===== src/rtl/or1200_aes_arbiter.sv =====
// Shares one AES-128 core between the load and store encryption paths.
// Round-robin arbitration, core start/done sequencing, per-path pad registers and timeout flag.
module or1200_aes_arbiter #(
    parameter int unsigned TIMEOUT = 64
) (
    input  logic         clk,
    input  logic         rst,
    input  logic         load_req,
    input  logic [127:0] load_seed,
    output logic         load_gnt,
    output logic         load_done,
    output logic [127:0] load_pad,
    input  logic         store_req,
    input  logic [127:0] store_seed,
    output logic         store_gnt,
    output logic         store_done,
    output logic [127:0] store_pad,
    output logic         aes_start,
    output logic [127:0] aes_din,
    input  logic         aes_done,
    input  logic [127:0] aes_dout,
    output logic         busy,
    output logic         owner,
    output logic         timeout_err
);

    typedef enum logic [1:0] {StIdle, StIssue, StWait, StDeliver} state_e;

    localparam logic [7:0] CntLast = 8'(TIMEOUT - 1);

    state_e     state;
    logic [7:0] cnt;
    logic       last_grant;
    logic       req_l;
    logic       req_s;
    logic       any_req;
    logic       winner;

    // The requester just served is masked during DELIVER only.
    always_comb begin
        req_l   = load_req  && !(state == StDeliver && owner == 1'b0);
        req_s   = store_req && !(state == StDeliver && owner == 1'b1);
        any_req = req_l || req_s;
        winner  = (req_l && req_s) ? ~last_grant : req_s;
    end

    always_ff @(posedge clk or posedge rst) begin
        if (rst) begin
            state       <= StIdle;
            cnt         <= 8'd0;
            last_grant  <= 1'b1;
            owner       <= 1'b0;
            busy        <= 1'b0;
            aes_start   <= 1'b0;
            aes_din     <= '0;
            load_gnt    <= 1'b0;
            store_gnt   <= 1'b0;
            load_done   <= 1'b0;
            store_done  <= 1'b0;
            load_pad    <= '0;
            store_pad   <= '0;
            timeout_err <= 1'b0;
        end else begin
            aes_start  <= 1'b0;
            load_gnt   <= 1'b0;
            store_gnt  <= 1'b0;
            load_done  <= 1'b0;
            store_done <= 1'b0;
            unique case (state)
                StIdle, StDeliver: begin
                    if (any_req) begin
                        state      <= StIssue;
                        owner      <= winner;
                        last_grant <= winner;
                        aes_din    <= winner ? store_seed : load_seed;
                        aes_start  <= 1'b1;
                        load_gnt   <= ~winner;
                        store_gnt  <= winner;
                        busy       <= 1'b1;
                    end else begin
                        state <= StIdle;
                        busy  <= 1'b0;
                    end
                end
                StIssue: begin
                    cnt   <= 8'd0;
                    state <= StWait;
                end
                StWait: begin
                    if (aes_done) begin
                        if (owner) store_pad <= aes_dout;
                        else       load_pad  <= aes_dout;
                        timeout_err <= 1'b0;
                        load_done   <= ~owner;
                        store_done  <= owner;
                        state       <= StDeliver;
                    end else if (cnt == CntLast) begin
                        // Abort: pad keeps its previous value.
                        timeout_err <= 1'b1;
                        load_done   <= ~owner;
                        store_done  <= owner;
                        state       <= StDeliver;
                    end else begin
                        cnt <= cnt + 8'd1;
                    end
                end
                default: state <= StIdle;
            endcase
        end
    end

endmodule


===== config.mk =====
export PLATFORM = sky130hd
export DESIGN_NAME = or1200_aes_arbiter
export DESIGN_NICKNAME = d
export VERILOG_FILES = /design/src/rtl/or1200_aes_arbiter.sv
export SDC_FILE = /design/constraint.sdc
export NUM_CORES = 1
export LEC_CHECK = 0
export BUFFER_PORTS_ARGS = -buffer_cell sky130_fd_sc_hd__buf_2
export CAP_MARGIN = 30
export CORE_AREA = 2 2 302 304
export CTS_CLUSTER_DIAMETER = 100
export DETAILED_ROUTE_END_ITERATION = 6
export DIE_AREA = 0 0 304 306
export PLACE_DENSITY_LB_ADDON = 0.08
export SETUP_SLACK_MARGIN = 0.3
export SLEW_MARGIN = 20
export SYNTH_ARGS = -nofsm -noshare
export SYNTH_HDL_FRONTEND = slang
export SYNTH_SLANG_ARGS = --single-unit

===== constraint.sdc =====
create_clock -name clk -period 20.2 [get_ports clk]
set_input_delay 4.04 -clock clk [delete_from_list [all_inputs] [get_ports clk]]
set_output_delay 4.04 -clock clk [all_outputs]
set_load 0.1 [all_outputs]

Word level (Yosys, flattened, before mapping)
Cells that the tools add are included.
Word-level totals
  bits in registers: 403
  bits of input ports: 389
  output and inout port bits: 392
  word-level logic and storage cells: 65
Cells by class
  add/subtract/negate cells: 1
  equality and inequality tests: 7
  muxes and demuxes: 23
  bitwise operators: 3
  reduce and logical (&&, ||, !) cells: 17
Operators by type and width (number)
  2-to-1 mux 128 bit: 1
  2-to-1 mux 1 bit: 16
  2-to-1 mux 8 bit: 2
  one-hot mux 8 bit (2 select lines): 1
  AND reduction 3 bit: 3
  adder 8 x 1 -> 8 bit, second input constant: 1
  == test 8 x 6 -> 1 bit, second input constant: 1
  one-hot mux 2 bit (3 select lines): 1
  logical AND 1 bit: 5
  == test 2 bit, second input constant: 2
  2-to-1 mux 2 bit: 2
  != test 2 bit, second input constant: 2
  AND reduction 2 bit: 2
  nonzero test 2 bit: 2
  != test 3 bit, second input constant: 1
  inverter 1 bit: 3
  == test 2 x 1 -> 1 bit, second input constant: 1
  zero test 1 bit: 2
  zero test 2 bit: 1
  OR reduction 2 bit: 1
  logical OR 1 bit: 1

Depth between registers and ports, before layout
Gate-level depths: netlist of the first run.
  depth after elaboration: 9
  gate-level depth with buffers: 8
  gate-level depth less buffers: 6

Worst setup path before layout of the first run
No wires, ideal clock.
  path kind: input -> register
  start: input port store_req
  end: register aes_din[10]
  arrival time: 5187 ps
  required time: 20072 ps
  path slack: 14886 ps
  stages on the path: 6
  buffers on the path: 2
  cells stage by stage: or3b_1 -> and4_4 -> buf_4 -> buf_2 -> a222oi_1 -> inv_1
On the way
  word-level cells in the longest chain between the ends: 4
  elaborated cells between the ends (all ways): 6
  classes of those cells: mux (2); reduce/logical (4)
Ends and longest elaborated chain
  start: declaration: RTL line 13  | input logic store_req,
  logical AND 1 bit (*): RTL line 42  | req_s = store_req && !(state == StDeliver && owner == 1'b1);
  logical AND 1 bit: RTL line 44  | winner = (req_l && req_s) ? ~last_grant : req_s;
  2-to-1 mux 1 bit: RTL line 44
  2-to-1 mux 128 bit: RTL line 75  | aes_din <= winner ? store_seed : load_seed;
  end signal: assignment: RTL line 75
  end: declaration: RTL line 19  | output logic [127:0] aes_din,
Mark *: on every way between the ends. The rest lies on a longest branch, timed or not.
A chain may end at the register's enable or synchronous reset.

Final worst setup path of the first run
  start: input port aes_done
  end: register store_pad[96]
On the way
  word-level cells in the longest chain between the ends: 1
Ends and longest elaborated chain
  start: declaration: RTL line 20  | input logic aes_done,
  AND reduction 3 bit (no source line)
  end signal: assignment: RTL line 91  | if (owner) store_pad <= aes_dout;
  end: declaration: RTL line 17  | output logic [127:0] store_pad,
Every way passes these cells.

==> reports/results.ini, run 1 <==
[run_status]
status=finished, violations left
violations=DRC

[clock_network]
tritoncts=built
numCtsBuffers=52
clk_pin_slew_ns=0.05
cts_sinks=403
root_buffer=clkbuf_16
insertion_delay_ns=0.59
cts_setup_buffers=0
cts_resized=0
cts_hold_buf=0
clockBufferDepth=3
htree_levels=2

[logic_synthesis]
netlist.top_cell.by_area=dfrtp_1
netlist_instances=1058
synthTopCellsByArea=dfrtp_1, mux2_2, a222oi_1
syn_area_um2=15540
synthArstFlopShare=1.000
synth_seq_cells=403
ys_types=36
syn_area_per_cell_um2=14.69
ys_seq_area_frac=0.6488
synth.net_count=1451
ys_top_cells_by_count=dfrtp_1, mux2_2, inv_1
synth_top_area_frac=0.6471
synth-edff-count=0
synth-main-ff-cell=dfrtp_1
yosysWarnings=0
yosysMostFrequentCell=dfrtp_1

[min_path]
holdPathStages=2
holdPathEnd=aes_din[104]
hold_class=flop to flop
hold_path_startpoint=aes_din[104]

[timing]
min_period_over_period=0.2931
setup_viol=0
relSlewSlack=0.3843
worst_pin_slew_ns=0.9236
min_period_ns=5.921
finalHoldViolCount=0
fin_skew_ns=0.008478
report.final.slew_viol_count=0
grt_setup_unrepaired=false
max_freq_mhz=168.9
setup_tns_ns=0

[worst_setup_path]
required_ns=20.66
worst_path_most_repeated_cell=buf_4
worst_path_max_delay_cell=buf_4
endpoint_kind=flop
r2r_end=store_pad[96]
slowest_delay_ns=0.64
rrSetupSlack_ns=17.07
critPathMaxFanout=48
cp-start-kind=input port
critPathKind=input port to flop
path_cells=buf_2 -> nand3_4 -> buf_4 -> buf_4 -> buf_16 -> mux2_2
cp.arrival_ns=6.38
timing.rr.start=state[0]
worstRegToRegCells=7

[global_routing]
antenna_found_initial=25
gr-total-overflow=0
grt_pass1_wl_um=91340
grt_use_total=0.1308
grt_pass1_vias=13107
grt_max_degree=123

[flow_run]
max_cap_violations=0

[floorplan]
start_util=0.1735
pin_count=781
chipWidth_um=304
rows=110
fp.coreArea_um2=89600
die_h_um=306
die-area_um2=93020

[finish]
fin_util=0.2519
syn_to_final_growth_pct=45.18
drive_gt1_frac=0.6058
final_area_um2=22570
fin_nets=2231

[routing]
wirelength_um=63300
firstDrtPassIters=7
avgRoutedWirePerCell_um=20.65
ant_nets=0
viasPerCell=4.072
drt_iter0_drc=1040
drc_errors=41
via_count=12481

[place]
placedInstanceArea_um2=20790
dp_hpwl_um=47410
gp_congestion=0.8338
port_buffers=780

==> stage by stage <==
step / std cells / setup WS, ns / hold WS (ns)
after floorplan: 1058 / 4.952 / 0.4604
after global placement: 2954 / 13.37 / 0.4677
after detailed placement: 2957 / 13.50 / 0.4743
after CTS: 3045 / 14.14 / 0.4884
after global routing: 3063 / 14.07 / 0.4985
final: 3065 / 14.28 / 0.4819
==> cell families (layout without fill, tap and decap cells) <==
kind of cell    count (synthesis)  count (layout)  share of synthesized area
flops                         403             403                     0.6488
xor+xnor                        3               3                   0.001691
other cells                     0              17                          0
fa+ha+maj                       4               4                   0.003220
compound gates                144             144                    0.09007
simple gates                   33              33                    0.01135
buf+inv                       209            1023                    0.05546
mux                           262             262                     0.1894
==> sequential cells by signal, summed over array words and instances (netlist names) <==
name	flops
load_gnt	1
load_pad	128
state	2
busy	1
owner	1
aes_start	1
aes_din	128
timeout_err	1
store_done	1
store_gnt	1
load_done	1
store_pad	128
cnt	8
last_grant	1
==> worst max-delay path, delay by kind of cell <==
kind	cells	cell delay (ns)
buffers and inverters	4	1.58
muxes	1	0.36
and+or+nand+nor	1	0.30
==> layer usage <==
layer,share of wire,global-route usage
met5,0.0015,0
met4,0.034,0.05241
met3,0.088,0.04873
met2,0.53,0.2368
met1,0.35,0.1363
==> layout by cell type (no fill, tap or decap), types with 3 or more instances in the layout <==
cell type and count:
ha_1 4, nor2b_1 4, buf_4 14, buf_16 6
clkbuf_8 7, diode_2 17, inv_1 134, clkbuf_1 17
buf_2 780, mux2_2 257, o21ai_0 3, bufinv_16 4
clkbuf_16 53, clkinv_2 4, a222oi_1 128, nand3_1 4
mux2i_1 5, nand2_1 11, dfrtp_1 402
==> how the worst max path moves through the flow <==
stage | from | end | slack (ns) | depth (start not counted)
5_1_grt | aes_done | store_pad[96] | 14.07 | 6
4_1_cts | store_req | aes_din[61] | 14.14 | 6
3_3_place_gp | aes_done | store_pad[76] | 13.37 | 5
3_5_place_dp | aes_done | store_pad[90] | 13.50 | 6
6_report | aes_done | store_pad[96] | 14.28 | 6
2_1_floorplan | rst | aes_din[0] | 4.95 | 1
==> area by class of cell <==
cell class | count | area [um^2]
Fill cell | 9602 | 67030
Sequential cell | 403 | 10090
Multi-Input combinational cell | 446 | 4628
Timing Repair Buffer | 800 | 4174
Clock buffer | 77 | 1486
Tap cell | 1176 | 1471
Inverter | 135 | 514.2
Clock inverter | 11 | 165.2
Antenna cell | 17 | 42.54
Power of run 1 is left out: the tool's default activity adds up to more than one toggle a clock period on the data nets, which glitch-free logic cannot reach.
==> inputs of run 2 (changes only) <==
Clock period 20.2 ns to 5.1 ns, I/O delays scaled along.
==> reports/results.ini, run 2 (same netlist as run 1, synthesis figures left out) <==
[clock_network]
tritoncts=built
root_buffer=clkbuf_16
cts_sinks=403  ; unchanged
htree_levels=2  ; unchanged
cts_setup_buffers=0  ; unchanged
insertion_delay_ns=0.59  ; about the same
clk_pin_slew_ns=0.06  ; about the same
cts_hold_buf=0  ; unchanged
clockBufferDepth=3  ; unchanged
cts_resized=0  ; unchanged
numCtsBuffers=52  ; unchanged

[routing]
via_count=12339  ; -1.1%
ant_nets=0  ; unchanged
avgRoutedWirePerCell_um=20.52  ; -0.66%
wirelength_um=62840  ; -0.73%
viasPerCell=4.028  ; -1.1%
drc_errors=2  ; -95%
firstDrtPassIters=7  ; unchanged
drt_iter0_drc=900  ; -13%

[timing]
finalHoldViolCount=0  ; unchanged
min_period_over_period=0.5348
grt_setup_unrepaired=false
report.final.slew_viol_count=0  ; unchanged
relSlewSlack=0.3790  ; -0.005255
min_period_ns=2.727
setup_viol=0  ; unchanged
fin_skew_ns=0.01460  ; +0.006127 ns
max_freq_mhz=366.6
worst_pin_slew_ns=0.9314  ; +0.007883 ns

[floorplan]
chipWidth_um=304  ; unchanged
die_h_um=306  ; unchanged
start_util=0.1735  ; unchanged
pin_count=781  ; unchanged
rows=110  ; unchanged
fp.coreArea_um2=89600  ; unchanged
die-area_um2=93020  ; unchanged

[min_path]
hold_class=flop to flop
holdPathEnd=aes_din[118]
hold_path_startpoint=aes_din[118]
holdPathStages=2  ; unchanged

[place]
gp_congestion=0.8232  ; -1.3%
port_buffers=780  ; unchanged
dp_hpwl_um=46520  ; -1.9%
dp.cells=2956  ; -0.034%

[worst_setup_path]
timing.rr.start=state[0]
crit_family=flip-flops
cp_num_cells=1  ; -5
critPathBufInv=1  ; -3
critPathKind=flop to output port
endpoint_kind=output port
path_cells=buf_2
worst_path_max_delay_cell=dfrtp_1
critPathMaxFanout=8  ; -83%
cp-start-kind=flop
required_ns=4.08  ; -16.58 ns
worstRegToRegCells=6  ; -1
cp.arrival_ns=1.71  ; -4.67 ns
r2r_end=aes_din[103]
rrSetupSlack_ns=2.37  ; -14.70 ns
slowest_delay_ns=0.58  ; -0.06 ns

[global_routing]
grt_pass1_wl_um=91250  ; about the same
grt_busiest_layer=met2
grt_use_total=0.1303  ; -0.0004917
gr-total-overflow=0  ; unchanged
grtUsageMet3=0.04859  ; -0.0001382
grt_util_met2=0.2398  ; +0.003033
antenna_found_initial=26  ; +4.0%
grt_max_degree=117  ; -4.9%
met1_usage=0.1309  ; -0.005384
grt_pass1_vias=13277  ; +1.3%

[finish]
final.fill_count=9616  ; +0.15%
drive_gt1_frac=0.6094  ; +0.003622
fin_nets=2227  ; -0.18%
mostFrequentLayoutCell=buf_2
final_cell_mix=buf_2, dfrtp_1, mux2_2
reg.largest.list=aes_din x128, load_pad x128, store_pad x128
fin_cells=3063  ; -0.065%
syn_to_final_growth_pct=45.45

[flow_run]
max_cap_violations=0  ; unchanged

[run_status]
status=finished, violations left
violations=DRC

==> run 2: changes by cell type in the layout (fill, tap and decap cells not counted), sizes merged <==
cell,before,now
buf,800,796
bufinv,4,2
clkbuf,77,85
clkinv,4,7
diode,17,13
inv,137,134
==> run 2: layer usage <==
layer,part of all wire,vias up,wire (um)
li1,-,5458,-
met1,0.34,6209,21460
met2,0.53,521,33560
met3,0.087,131,5477
met4,0.035,20,2213
met5,0.0021,-,130
==> run 2: through the flow <==
step                hold WS (ns)  utilization  area (um^2)  setup TNS [ns]  setup slack [ns]
global route              0.4962       0.2522        22600               0             2.164
global placement          0.4658       0.2320        20790               0             1.988
detailed placement        0.4724       0.2323        20820               0             1.868
floorplan                 0.4604            -        15550         -541.46            -1.347
CTS                       0.4715       0.2520        22580               0             2.234
finish                    0.4788       0.2524        22610               0             2.373
==> run 2: how the worst max path moves through the flow <==
| stage | from | end | slack (ns) |
|---|---|---|---|
| finish | owner | owner | 2.37 |
| global route | state[0] | aes_din[107] | 2.16 |
| CTS | owner | owner | 2.23 |
| detailed placement | store_req | aes_din[103] | 1.87 |
| global placement | store_req | aes_din[20] | 1.99 |
| floorplan | rst | aes_din[0] | -1.35 |
==> run 2: final cells by class <==
type                    count  area, um^2  area share
multi-input cells         446        4628      0.2047
diodes                     13       32.53    0.001439
clock buffers              85        1657     0.07327
repair buffers            796        4119      0.1822
inverters                 135       510.5     0.02258
flip-flops and latches    403       10090      0.4461
well taps                1176        1471     0.06508
clock inverters             9       106.4    0.004704
Power of run 2 is left out for the same reason.
